[src/rtl/multicycle_ctrl.sv]
// Multi-cycle RV32I sequencer: walks each instruction through IF/ID/EX/MEM/WB and
// decodes per-state datapath strobes from the current state and the latched instruction fields.
module multicycle_ctrl #(
    parameter int I_LAT = 1,
    parameter int D_LAT = 1
) (
    input  logic        CLK,
    input  logic        RSTn,
    input  logic [6:0]  OPCODE,
    input  logic [2:0]  FUNCT3,
    input  logic        BR_TAKEN,
    input  logic        HALT,
    output logic        IR_WE,
    output logic        PC_WE,
    output logic [1:0]  PC_SRC,
    output logic        RF_WE,
    output logic [1:0]  WB_SEL,
    output logic        D_MEM_WEN,
    output logic [3:0]  D_MEM_BE,
    output logic [2:0]  STATE,
    output logic        RETIRE,
    output logic        ILLEGAL,
    output logic [31:0] NUM_INST
);

    typedef enum logic [2:0] {
        S_IF     = 3'd0,
        S_ID     = 3'd1,
        S_EX     = 3'd2,
        S_MEM    = 3'd3,
        S_WB     = 3'd4,
        S_HALTED = 3'd5
    } state_t;

    localparam logic [6:0] OP_LUI    = 7'b0110111;
    localparam logic [6:0] OP_AUIPC  = 7'b0010111;
    localparam logic [6:0] OP_JAL    = 7'b1101111;
    localparam logic [6:0] OP_JALR   = 7'b1100111;
    localparam logic [6:0] OP_BRANCH = 7'b1100011;
    localparam logic [6:0] OP_LOAD   = 7'b0000011;
    localparam logic [6:0] OP_STORE  = 7'b0100011;
    localparam logic [6:0] OP_IMM    = 7'b0010011;
    localparam logic [6:0] OP_OP     = 7'b0110011;

    localparam logic [3:0] I_LAST = 4'(I_LAT - 1);
    localparam logic [3:0] D_LAST = 4'(D_LAT - 1);

    state_t      state_reg;
    logic [3:0]  cnt_reg;
    logic [6:0]  op_reg;
    logic [2:0]  f3_reg;
    logic [31:0] num_reg;

    logic        opcode_legal;
    logic        if_last;
    logic        mem_last;
    logic [3:0]  store_be;

    assign if_last  = (cnt_reg == I_LAST);
    assign mem_last = (cnt_reg == D_LAST);
    assign STATE    = state_reg;
    assign NUM_INST = num_reg;

    // Legality is judged on the live opcode because the latch only captures it at the end of ID.
    always_comb begin
        opcode_legal = 1'b0;
        case (OPCODE)
            OP_LUI, OP_AUIPC, OP_JAL, OP_JALR, OP_BRANCH,
            OP_LOAD, OP_STORE, OP_IMM, OP_OP: opcode_legal = 1'b1;
            default:                          opcode_legal = 1'b0;
        endcase
    end

    always_comb begin
        store_be = 4'b0000;
        case (f3_reg)
            3'b000:  store_be = 4'b0001;
            3'b001:  store_be = 4'b0011;
            3'b010:  store_be = 4'b1111;
            default: store_be = 4'b0000;
        endcase
    end

    always_comb begin
        IR_WE     = 1'b0;
        PC_WE     = 1'b0;
        PC_SRC    = 2'd0;
        RF_WE     = 1'b0;
        WB_SEL    = 2'd0;
        D_MEM_WEN = 1'b1;
        D_MEM_BE  = 4'b0000;
        RETIRE    = 1'b0;
        ILLEGAL   = 1'b0;
        case (state_reg)
            S_IF: IR_WE = if_last;
            S_ID: begin
                // HALT wins over an illegal opcode, so no ILLEGAL pulse in that case.
                if (!HALT && !opcode_legal) begin
                    ILLEGAL = 1'b1;
                    PC_WE   = 1'b1;
                    RETIRE  = 1'b1;
                end
            end
            S_EX: begin
                if (op_reg == OP_BRANCH) begin
                    PC_WE  = 1'b1;
                    PC_SRC = BR_TAKEN ? 2'd1 : 2'd0;
                    RETIRE = 1'b1;
                end
            end
            S_MEM: begin
                if (op_reg == OP_STORE) begin
                    D_MEM_WEN = 1'b0;
                    D_MEM_BE  = store_be;
                    if (mem_last) begin
                        PC_WE  = 1'b1;
                        RETIRE = 1'b1;
                    end
                end
            end
            S_WB: begin
                RF_WE  = 1'b1;
                PC_WE  = 1'b1;
                RETIRE = 1'b1;
                case (op_reg)
                    OP_LOAD:          WB_SEL = 2'd1;
                    OP_JAL, OP_JALR:  WB_SEL = 2'd2;
                    OP_LUI:           WB_SEL = 2'd3;
                    default:          WB_SEL = 2'd0;
                endcase
                case (op_reg)
                    OP_JAL:  PC_SRC = 2'd1;
                    OP_JALR: PC_SRC = 2'd2;
                    default: PC_SRC = 2'd0;
                endcase
            end
            default: ;
        endcase
    end

    always_ff @(posedge CLK) begin
        if (!RSTn) begin
            state_reg <= S_IF;
            cnt_reg   <= 4'd0;
            op_reg    <= 7'd0;
            f3_reg    <= 3'd0;
            num_reg   <= 32'd0;
        end else begin
            if (RETIRE) begin
                num_reg <= num_reg + 32'd1;
            end
            case (state_reg)
                S_IF: begin
                    if (if_last) begin
                        cnt_reg   <= 4'd0;
                        state_reg <= S_ID;
                    end else begin
                        cnt_reg <= cnt_reg + 4'd1;
                    end
                end
                S_ID: begin
                    op_reg <= OPCODE;
                    f3_reg <= FUNCT3;
                    if (HALT) begin
                        state_reg <= S_HALTED;
                    end else if (!opcode_legal) begin
                        state_reg <= S_IF;
                    end else begin
                        state_reg <= S_EX;
                    end
                end
                S_EX: begin
                    case (op_reg)
                        OP_BRANCH:         state_reg <= S_IF;
                        OP_LOAD, OP_STORE: state_reg <= S_MEM;
                        default:           state_reg <= S_WB;
                    endcase
                end
                S_MEM: begin
                    if (mem_last) begin
                        cnt_reg   <= 4'd0;
                        state_reg <= (op_reg == OP_STORE) ? S_IF : S_WB;
                    end else begin
                        cnt_reg <= cnt_reg + 4'd1;
                    end
                end
                S_WB:     state_reg <= S_IF;
                S_HALTED: state_reg <= S_HALTED;
                default:  state_reg <= S_IF;
            endcase
        end
    end

endmodule

[config.mk]
export PLATFORM = sky130hd
export DESIGN_NAME = multicycle_ctrl
export DESIGN_NICKNAME = d
export VERILOG_FILES = /design/src/rtl/multicycle_ctrl.sv
export SDC_FILE = /design/constraint.sdc
export NUM_CORES = 1
export LEC_CHECK = 0
export BUFFER_PORTS_ARGS = -buffer_cell sky130_fd_sc_hd__buf_2
export CORE_UTILIZATION = 25
export CTS_CLUSTER_DIAMETER = 150
export CTS_CLUSTER_SIZE = 30
export DETAILED_ROUTE_END_ITERATION = 8
export PLACE_DENSITY_LB_ADDON = 0.25
export REMOVE_ABC_BUFFERS = 1
export SYNTH_ARGS = -nofsm -noshare
export SYNTH_HDL_FRONTEND = slang
export SYNTH_SLANG_ARGS = --single-unit
[constraint.sdc]
create_clock -name CLK -period 4.6 [get_ports CLK]
set_clock_uncertainty 0.05 [all_clocks]
set_input_delay 1.38 -clock CLK [delete_from_list [all_inputs] [get_ports CLK]]
set_output_delay 1.38 -clock CLK [all_outputs]
set_load 0.02 [all_outputs]
==> out/metrics.csv, run 1 <==
metric;value;unit
drt first pass iters;5;
CTS Buf Count;5;
Worst Max-Slew Pin Slew;0.786;ns
highest routed layer;met4;
global route total overflow;0;
antenna violations before repair;0;
Post-CTS Hold Fix Bufs;0;
number of flops mapped to enable cells by yosys;0;
Hold Path Class;reg2reg;
crit path kind;in2out;
CP Capture Type;primary output;
Root Buffer;clkbuf_16;
GR Util All Layers;13.2;%
metal3 WL;387;um
Setup-failing EPs final;0;
CP Cell Sequence;buf_2 -> nand2b_1 -> a21oi_1 -> a21o_1 -> inv_1 -> buf_2;
register area;981;sq um
Yosys reg bits;49;
Setup Buffers After CTS;0;
Fmax;235;MHz
Routed Wire Length;7990;um
Netlist Area Pre-Place;2950;sq um
met2 WL;3580;um
post-CTS sizing;0;
WHS;0.423;ns
via count;2783;
die height;111;um
H-tree depth;2;
Nets;431;
CP most frequent cell;buf_2;
antenna cells;0;
Hold Violations, Final;0;
slowest CP cell;a21o_1;
multi-input logic area;1810;sq um
CTS tree;yes;
Synth warnings;0;
DRT antenna net count;0;
area grow syn2layout;20.9;%
DP Worst Slack;0.353;ns
fill count;1204;
sequential share of the synthesized area;33.3;%
DRC Markers;0;
final core occ;31.1;%
cell row count;39;
Port-buffer cells;62;
Worst-Skew Late Latency;0.30;ns
Avg WL per Cell;14.3;um
Slew Limit Headroom;47.4;%
clk slew on worst S/H paths;0.08;ns
RSZ-0062 raised after global routing;false;
first-pass GRT wire length;13400;um
setup_tns;0;ns
First DRT Iteration DRCs;162;
worst-path maximum fanout;14;
Critical Path AT;2.83;ns
largest net degree at the start of global routing;62;
layout cell share with drive strength beyond 1;20.5;%
Syn Inst Count;363;
hold path startpoint;NUM_INST[31]$_SDFFE_PN0P_;
Core Footprint;11500;sq um
Final period util;92.5;%
crit-path max cell delay;0.49;ns
WL met1;3870;um
PwrDens;294;nW/um^2
final setup margin;0.345;ns
max_cap viols;0;
outcome;finished, final reports clean;
Static Leak;1.39;nW
Critical Path Source;OPCODE[4];
RD Place Congestion;0.756;
number of global-route vias before repair;2771;
Synth cell types;45;
type of origin of the critical path;primary input;
Post-synth ARST share;0;%
Avg Cell Area, Syn;8.11;sq um
Reg-to-Reg Start;STATE[1]$_SDFFE_PN0P_;
Die ar.;12200;sq um
Slew Viols, Final;0;
Starting Density;25.7;%
IO Count;63;
number of flip-flops in the largest register;32;
Tmin final;4.26;ns
Die Span X;111;um
Bufs on Longest Clock Path;2;
Layout Cells excl Fill;558;
Required @ worst endpoint;3.17;ns
Vias/cell;4.99;
dpl cells;550;
Max IR drop VDD;0.000169;V
Sink Count;49;
ys flop type;dfxtp_1;
post-detail-place hpwl;5620;um
==> cells in the final DEF (no fill, tap or decap), drive strengths merged, types with 2 or more instances in the layout <==
cell type / count
nand4: 15
inv: 12
a21oi: 8
or3b: 2
nand3: 16
mux2: 2
a31oi: 25
nor2b: 3
or3: 3
mux2i: 44
nor3b: 5
bufinv: 2
and3: 8
nand2: 49
nor2: 28
buf: 68
o31a: 2
nor4: 5
dfxtp: 49
nor3: 4
a311oi: 5
nand2b: 30
and4: 2
xnor2: 2
ha: 3
o31ai: 2
o21ai: 3
clkbuf: 5
==> worst paths after layout <==
kind,endpoint,slack (ns),cells past startpoint
worst max register to register,NUM_INST[26]$_SDFFE_PN0P_,2.06,6
worst max-delay path,ILLEGAL,0.34,6
worst min-delay path,NUM_INST[31]$_SDFFE_PN0P_,0.42,2
worst min register to register,NUM_INST[31]$_SDFFE_PN0P_,0.42,2
==> cell type report <==
class	count	share of cell area, %
clock buffer	5	3.51
tap	143	5.02
multi-input combinational	278	50.8
timing repair buffer	68	9.98
clock inverter	3	1.93
sequential	49	27.5
inverter	12	1.26
==> logic make-up after synthesis <==
kind of cell / Yosys count / share of synthesized area (%)
simple gates: 176 / 31.8
compound gates: 51 / 11.8
flops: 49 / 33.3
mux: 46 / 15.7
buf+inv: 36 / 5.48
fa+ha+maj: 3 / 1.27
xor+xnor: 2 / 0.595
==> where the power goes <==
group          internal, mW  total (mW)  switching (mW)
logic                0.0431       0.107          0.0634
clock network         0.314       0.490           0.176
registers             0.434       0.451          0.0169
==> per-stage QoR <==
| step | instance area, sq um | power, mW |
|---|---|---|
| after floorplan | 2830 | 0.525 |
| after global placement | 3370 | 0.566 |
| after detailed placement | 3370 | 0.569 |
| after CTS | 3560 | 1.06 |
| after global routing | 3560 | 1.09 |
| final | 3560 | 1.05 |
==> worst max-delay path: cells and delay by family <==
kind            cells  cell delay [ns]
simple gates        1             0.14
buf+inv             3             0.52
compound gates      2             0.78
==> synthesized netlist by cell type, types with 2 or more instances <==
master	number	area, sq um
nor3_1	4	20.0
ha_1	3	37.5
xnor2_1	2	17.5
buf_4	3	22.5
nand3_1	16	80.1
nand2b_1	30	188
o31a_1	2	17.5
nor3b_1	5	37.5
nand2_1	49	184
or3_1	2	12.5
nor4_1	5	31.3
a311oi_1	4	35.0
o21ai_0	3	15.0
a31oi_1	25	156
buf_6	2	22.5
o31ai_1	2	15.0
and4_1	2	17.5
clkbuf_1	18	67.6
mux2_2	2	22.5
and3_1	8	50.1
inv_1	11	41.3
nor2b_1	3	18.8
nand4_1	15	93.8
a21oi_1	8	40.0
mux2i_1	44	440
nor2_1	28	105
dfxtp_1	49	981
==> layer usage <==
layer / up-vias / GRT usage, %
met2: 80 / 21.3
met4: 0 / 4.98
li1: 1406 / -
met5: - / 0
met3: 10 / 2.36
met1: 1287 / 17.5
Note: power is estimated with default switching activity, not from simulation.
==> run 2: changes to the inputs <==
- clock period: 4.6 -> 4.2 ns (I/O delays scaled with it)
==> run 2 against run 1 <==
  * Sequential share of layout area rose by 0.17 points
  * Routed wire length rose by 0.54%
  * Combinational power rose by 9%
  * Clock-buffer cell count rose by 2
  * Critical path depth did not move
  * Largest power group is now registers
  * Via count rose by 0.11%
  * Utilization fell by 0.19 points
  * Final area fell by 0.60%
  * Register-to-register slack got worse by 0.53 ns
  * Non-clock buffer count did not move
==> out/metrics.csv, run 2 (same netlist as run 1, synthesis figures left out) <==
metric;value;unit;change
DRT antenna net count;0;;unchanged
post-detail-place hpwl;5670;um;+0.99%
Sequential Power Share;45.6;%;+2.5 points
Setup Buffers After CTS;0;;unchanged
Post-CTS Hold Fix Bufs;0;;unchanged
WHS;0.427;ns;+0.00370 ns
Required @ worst endpoint;2.89;ns;-0.28 ns
drt first pass iters;4;;-1
CP Buf/Inv Count;2;;-1
GR Util All Layers;13.1;%;-0.10 points
DRC Markers;0;;unchanged
max_cap viols;0;;unchanged
Root Buffer;clkbuf_16;;
post-CTS sizing;0;;unchanged
hold path startpoint;NUM_INST[31]$_SDFFE_PN0P_;;
Max IR drop VDD;0.000170;V;+0.31%
number of global-route vias before repair;2602;;-6.1%
Slew Limit Headroom;45.4;%;-2.0 points
Slew Viols, Final;0;;unchanged
largest net degree at the start of global routing;62;;unchanged
cell row count;39;;unchanged
Static Leak;1.38;nW;-0.74%
First DRT Iteration DRCs;183;;+13%
Bufs on Longest Clock Path;2;;unchanged
worst-path maximum fanout;13;;-1
combinational share of power;10.8;%;+0.6 points
Final period util;96.3;%;
crit-path max cell delay;0.49;ns;about the same
P_sw;264;uW;+3.0%
metal3 WL;339;um;-12%
RD Place Congestion;0.748;;-1.1%
Setup-failing EPs final;0;;unchanged
Routed Wire Length;8040;um;+0.54%
Avg WL per Cell;14.4;um;+0.54%
crit path kind;in2out;;
Critical Path Source;OPCODE[4];;
slowest CP cell;a21o_1;;
CP Capture Type;primary output;;
WL met1;3940;um;+1.9%
met2 WL;3660;um;+2.1%
dpl cells;550;;unchanged
family with the most delay on the worst path;compound AO/OA/AOI/OAI gates;;
Sink Count;49;;unchanged
switching fraction of total power;24.3;%;-0.14 points
antenna violations before repair;0;;unchanged
layout cell share with drive strength beyond 1;20.2;%;-0.24 points
Hold Violations, Final;0;;unchanged
CP most frequent cell;buf_2;;
Tmin final;4.04;ns;
clock share of power;43.7;%;-3.1 points
Critical Path AT;2.73;ns;-0.10 ns
most frequent cells in the layout;62 x buf_2, 49 x dfxtp_1, 49 x nand2_1, 44 x mux2i_1, 30 x nand2b_1;;
commonest non-fill, non-tap cell in the layout;buf_2;;
Reg-to-Reg Start;STATE[1]$_SDFFE_PN0P_;;
via count;2786;;+0.11%
outcome;finished, final reports clean;;
die height;111;um;unchanged
Vias/cell;4.99;;+0.11%
PwrDens;306;nW/um^2;+4.2%
Worst Max-Slew Pin Slew;0.817;ns;+0.0303 ns
setup_tns;0;ns;unchanged
CTS tree;yes;;
Pint;821;uW;+3.7%
type of origin of the critical path;primary input;;
H-tree depth;2;;unchanged
Die ar.;12200;sq um;unchanged
Die Span X;111;um;unchanged
clk slew on worst S/H paths;0.07;ns;about the same
fill count;1198;;-0.50%
highest routed layer;met4;;
Fmax;247;MHz;
Hold Path Class;reg2reg;;
Starting Density;25.7;%;unchanged
CTS Buf Count;5;;unchanged
number of flip-flops in the largest register;32;;unchanged
IO Count;63;;unchanged
first-pass GRT wire length;13200;um;-1.1%
Core Footprint;11500;sq um;unchanged
Layout Cells excl Fill;558;;unchanged
antenna cells;0;;unchanged
RSZ-0062 raised after global routing;false;;
CP Cell Sequence;buf_2 -> nand2b_1 -> a21oi_1 -> a21o_1 -> nand3_1 -> buf_2;;
Nets;431;;unchanged
Worst-Skew Late Latency;0.29;ns;about the same
global route total overflow;0;;unchanged
Port-buffer cells;62;;unchanged
area grow syn2layout;20.2;%;
run 2: worst reg2reg max path, stage by stage, from the launching register on:
cell      delay, ns
dfxtp_1        0.62
nand2b_1       0.17
o41a_1         0.52
buf_4          0.27
or3_4          0.46
a311oi_2       0.31
mux2i_1        0.20
run 2: final cells by class:
type,instances,area (sq um),share of cell area (%)
timing repair buffer,68,355,10.0
clock buffer,7,143,4.03
sequential,49,981,27.7
multi-input combinational,278,1810,51.1
tap,143,179,5.05
clock inverter,1,30.0,0.848
inverter,12,45.0,1.27
run 2: power by group through the flow:
stage	Sequential (mW)	Combinational, mW	Clock [mW]
2_1_floorplan	0.504	0.0708	0
3_3_place_gp	0.505	0.116	0
3_5_place_dp	0.505	0.117	0
4_1_cts	0.494	0.118	0.491
5_1_grt	0.497	0.129	0.511
6_report	0.494	0.117	0.474
run 2: routing by layer:
metal / GRT usage [%] / up-vias
met5: 0 / -
met4: 3.47 / 0
met3: 2.25 / 6
met2: 21.4 / 71
met1: 17.8 / 1310
li1: - / 1399
run 2: path summary, 6_finish.rpt:
path,to,slack (ns),cells past startpoint
setup / recovery,PC_WE,0.16,6
hold / removal,NUM_INST[31]$_SDFFE_PN0P_,0.43,2
setup reg to reg,NUM_INST[26]$_SDFFE_PN0P_,1.53,6
hold reg to reg,NUM_INST[31]$_SDFFE_PN0P_,0.43,2
run 2: per-stage QoR:
| step | total power [mW] | setup WS, ns | util [%] | cell area, sq um |
|---|---|---|---|---|
| global placement | 0.621 | 0.226 | 29.4 | 3370 |
| floorplan | 0.575 | 0.0860 | - | 2830 |
| detailed placement | 0.623 | 0.177 | 29.4 | 3370 |
| finish | 1.08 | 0.156 | 30.9 | 3540 |
| CTS | 1.10 | 0.176 | 30.9 | 3540 |
| global route | 1.14 | 0.0547 | 30.9 | 3540 |
==> run 3: changes to the inputs <==
- CORE_UTILIZATION: 25 -> 40
==> run 3 against run 2 <==
  * Routed wire length shrank 13%
  * Flip-flop and latch count is the same
  * Setup slack gained 0.34 ns
  * Combinational power is essentially flat
  * Critical endpoint is now ILLEGAL
==> out/metrics.csv, run 3 (same netlist as run 1, synthesis figures left out) <==
metric;value;unit;change
Root Buffer;clkbuf_8;;
die height;87.8;um;-21%
Worst Max-Slew Pin Slew;0.742;ns;-0.0743 ns
multi-input logic area;1810;sq um;unchanged
crit path kind;in2out;;
Hold Path Class;reg2reg;;
drt first pass iters;5;;+1
placed inst area;3320;sq um;-1.5%
Pint;643;uW;-22%
combinational share of power;13.1;%;+2.3 points
Port-buffer cells;62;;unchanged
Die Span X;87.8;um;-21%
global route total overflow;0;;unchanged
Setup Buffers After CTS;0;;unchanged
fill count;722;;-40%
Slew Viols, Final;0;;unchanged
largest net degree at the start of global routing;62;;unchanged
CP most frequent cell;buf_2;;
CTS Buf Count;5;;unchanged
max_cap viols;0;;unchanged
crit-path max cell delay;0.30;ns;-0.19 ns
Die ar.;7710;sq um;-37%
post-CTS sizing;0;;unchanged
dpl cells;504;;-8.4%
Final period util;88.3;%;-8.0 points
Nets;432;;+0.23%
number of flip-flops in the largest register;32;;unchanged
P_sw;242;uW;-8.1%
first-pass GRT wire length;11600;um;-12%
number of global-route vias before repair;2481;;-4.7%
RSZ-0062 raised after global routing;false;;
DRT antenna net count;0;;unchanged
Bufs on Longest Clock Path;2;;unchanged
slowest CP cell;mux2_2;;
Post-CTS Hold Fix Bufs;0;;unchanged
Hold Violations, Final;0;;unchanged
setup slack, reg-to-reg;1.63;ns;+0.10 ns
design area;3400;sq um;-4.1%
Sequential Power Share;55.8;%;+10 points
switching fraction of total power;27.4;%;+3.1 points
worst-path maximum fanout;5;;-8
Layout Cells excl Fill;512;;-8.2%
Sink Count;49;;unchanged
commonest non-fill, non-tap cell in the layout;buf_2;;
CP Cell Sequence;buf_2 -> nand2b_1 -> mux2_2 -> a21o_1 -> inv_1 -> buf_2;;
Vias/cell;5.40;;+8.2%
via count;2766;;-0.72%
Routed Wire Length;6990;um;-13%
Max IR drop VDD;0.000106;V;-38%
CP Capture Type;primary output;;
Avg WL per Cell;13.7;um;-5.2%
antenna violations before repair;0;;unchanged
Worst-Skew Late Latency;0.31;ns;+0.02 ns
Critical Path AT;2.40;ns;-0.33 ns
final setup margin;0.492;ns;+0.336 ns
Core Footprint;6940;sq um;-39%
Starting Density;42.4;%;+17 points
post-detail-place hpwl;4960;um;-13%
DP Worst Slack;0.492;ns;+0.315 ns
First DRT Iteration DRCs;104;;-43%
DRC Markers;0;;unchanged
Fmax;270;MHz;+9.1%
antenna cells;0;;unchanged
clk slew on worst S/H paths;0.09;ns;+0.02 ns
H-tree depth;2;;unchanged
type of origin of the critical path;primary input;;
Critical Path Source;OPCODE[4];;
final core occ;48.9;%;+18 points
setup_tns;0;ns;unchanged
Static Leak;1.34;nW;-2.9%
clock share of power;31.1;%;-13 points
Critical path destination;ILLEGAL;;
cell row count;30;;-23%
Reg-to-Reg Start;STATE[1]$_SDFFE_PN0P_;;
r2r worst-path depth;6;;unchanged
PwrDens;261;nW/um^2;-15%
GR Util All Layers;19.1;%;+6.0 points
most frequent cells in the layout;62 x buf_2, 49 x dfxtp_1, 49 x nand2_1, 44 x mux2i_1, 30 x nand2b_1;;
IO Count;63;;unchanged
register area;981;sq um;unchanged
area grow syn2layout;15.3;%;
RD Place Congestion;0.822;;+10%
FF-to-FF End;NUM_INST[26]$_SDFFE_PN0P_;;
outcome;finished, final reports clean;;
Required @ worst endpoint;2.89;ns;about the same
Setup-failing EPs final;0;;unchanged
layout cell share with drive strength beyond 1;20.0;%;-0.29 points
Slew Limit Headroom;50.3;%;+5.0 points
Tmin final;3.71;ns;-0.336 ns
CTS tree;yes;;
==> run 3: how the worst min path moves through the flow <==
stage                                    from                   endpoint  slack, ns  depth (start not counted)
finish              NUM_INST[31]$_SDFFE_PN0P_  NUM_INST[31]$_SDFFE_PN0P_       0.43                          2
global route        NUM_INST[12]$_SDFFE_PN0P_  NUM_INST[12]$_SDFFE_PN0P_       0.47                          2
CTS                 NUM_INST[31]$_SDFFE_PN0P_  NUM_INST[31]$_SDFFE_PN0P_       0.43                          2
detailed placement  NUM_INST[31]$_SDFFE_PN0P_  NUM_INST[31]$_SDFFE_PN0P_       0.42                          2
global placement    NUM_INST[31]$_SDFFE_PN0P_  NUM_INST[31]$_SDFFE_PN0P_       0.40                          2
floorplan              f3_reg[2]$_SDFFE_PN0P_     f3_reg[2]$_SDFFE_PN0P_       0.40                          2
==> run 3: worst max-delay path, delay by kind of cell <==
kind | cells | cell delay [ns]
AO/OA/AOI/OAI | 1 | 0.24
buffers and inverters | 3 | 0.45
multiplexers | 1 | 0.30
AND/OR/NAND/NOR | 1 | 0.15
==> run 3: layout make-up <==
class	instances	share of cell area, %
Clock buffer	8	2.36
Inverter	12	1.33
Multi-Input combinational cell	278	53.2
Sequential cell	49	28.9
Tap cell	96	3.54
Timing Repair Buffer	69	10.7
==> run 3: metal layers <==
metal / wire length [um] / global-route usage (%) / share of wire, % / up-vias
met4: 85 / 6.26 / 1.2 / 0
met1: 3400 / 25.2 / 49 / 1281
met3: 342 / 3.58 / 4.9 / 8
met5: 0 / 0 / 0 / -
li1: - / - / - / 1403
met2: 3170 / 31.4 / 45 / 74
==> run 3: power by group through the flow <==
stage                     logic, mW  registers [mW]  clock network [mW]
after floorplan              0.0708           0.504                   0
after global placement        0.114           0.504                   0
after detailed placement      0.116           0.504                   0
after CTS                     0.116           0.494               0.286
after global routing          0.127           0.497               0.299
final                         0.116           0.494               0.276
==> run 3: stage by stage <==
step | hold WS [ns] | power [mW]
detailed placement | 0.419 | 0.621
floorplan | 0.402 | 0.575
CTS | 0.435 | 0.896
global route | 0.471 | 0.923
finish | 0.433 | 0.885
global placement | 0.402 | 0.618
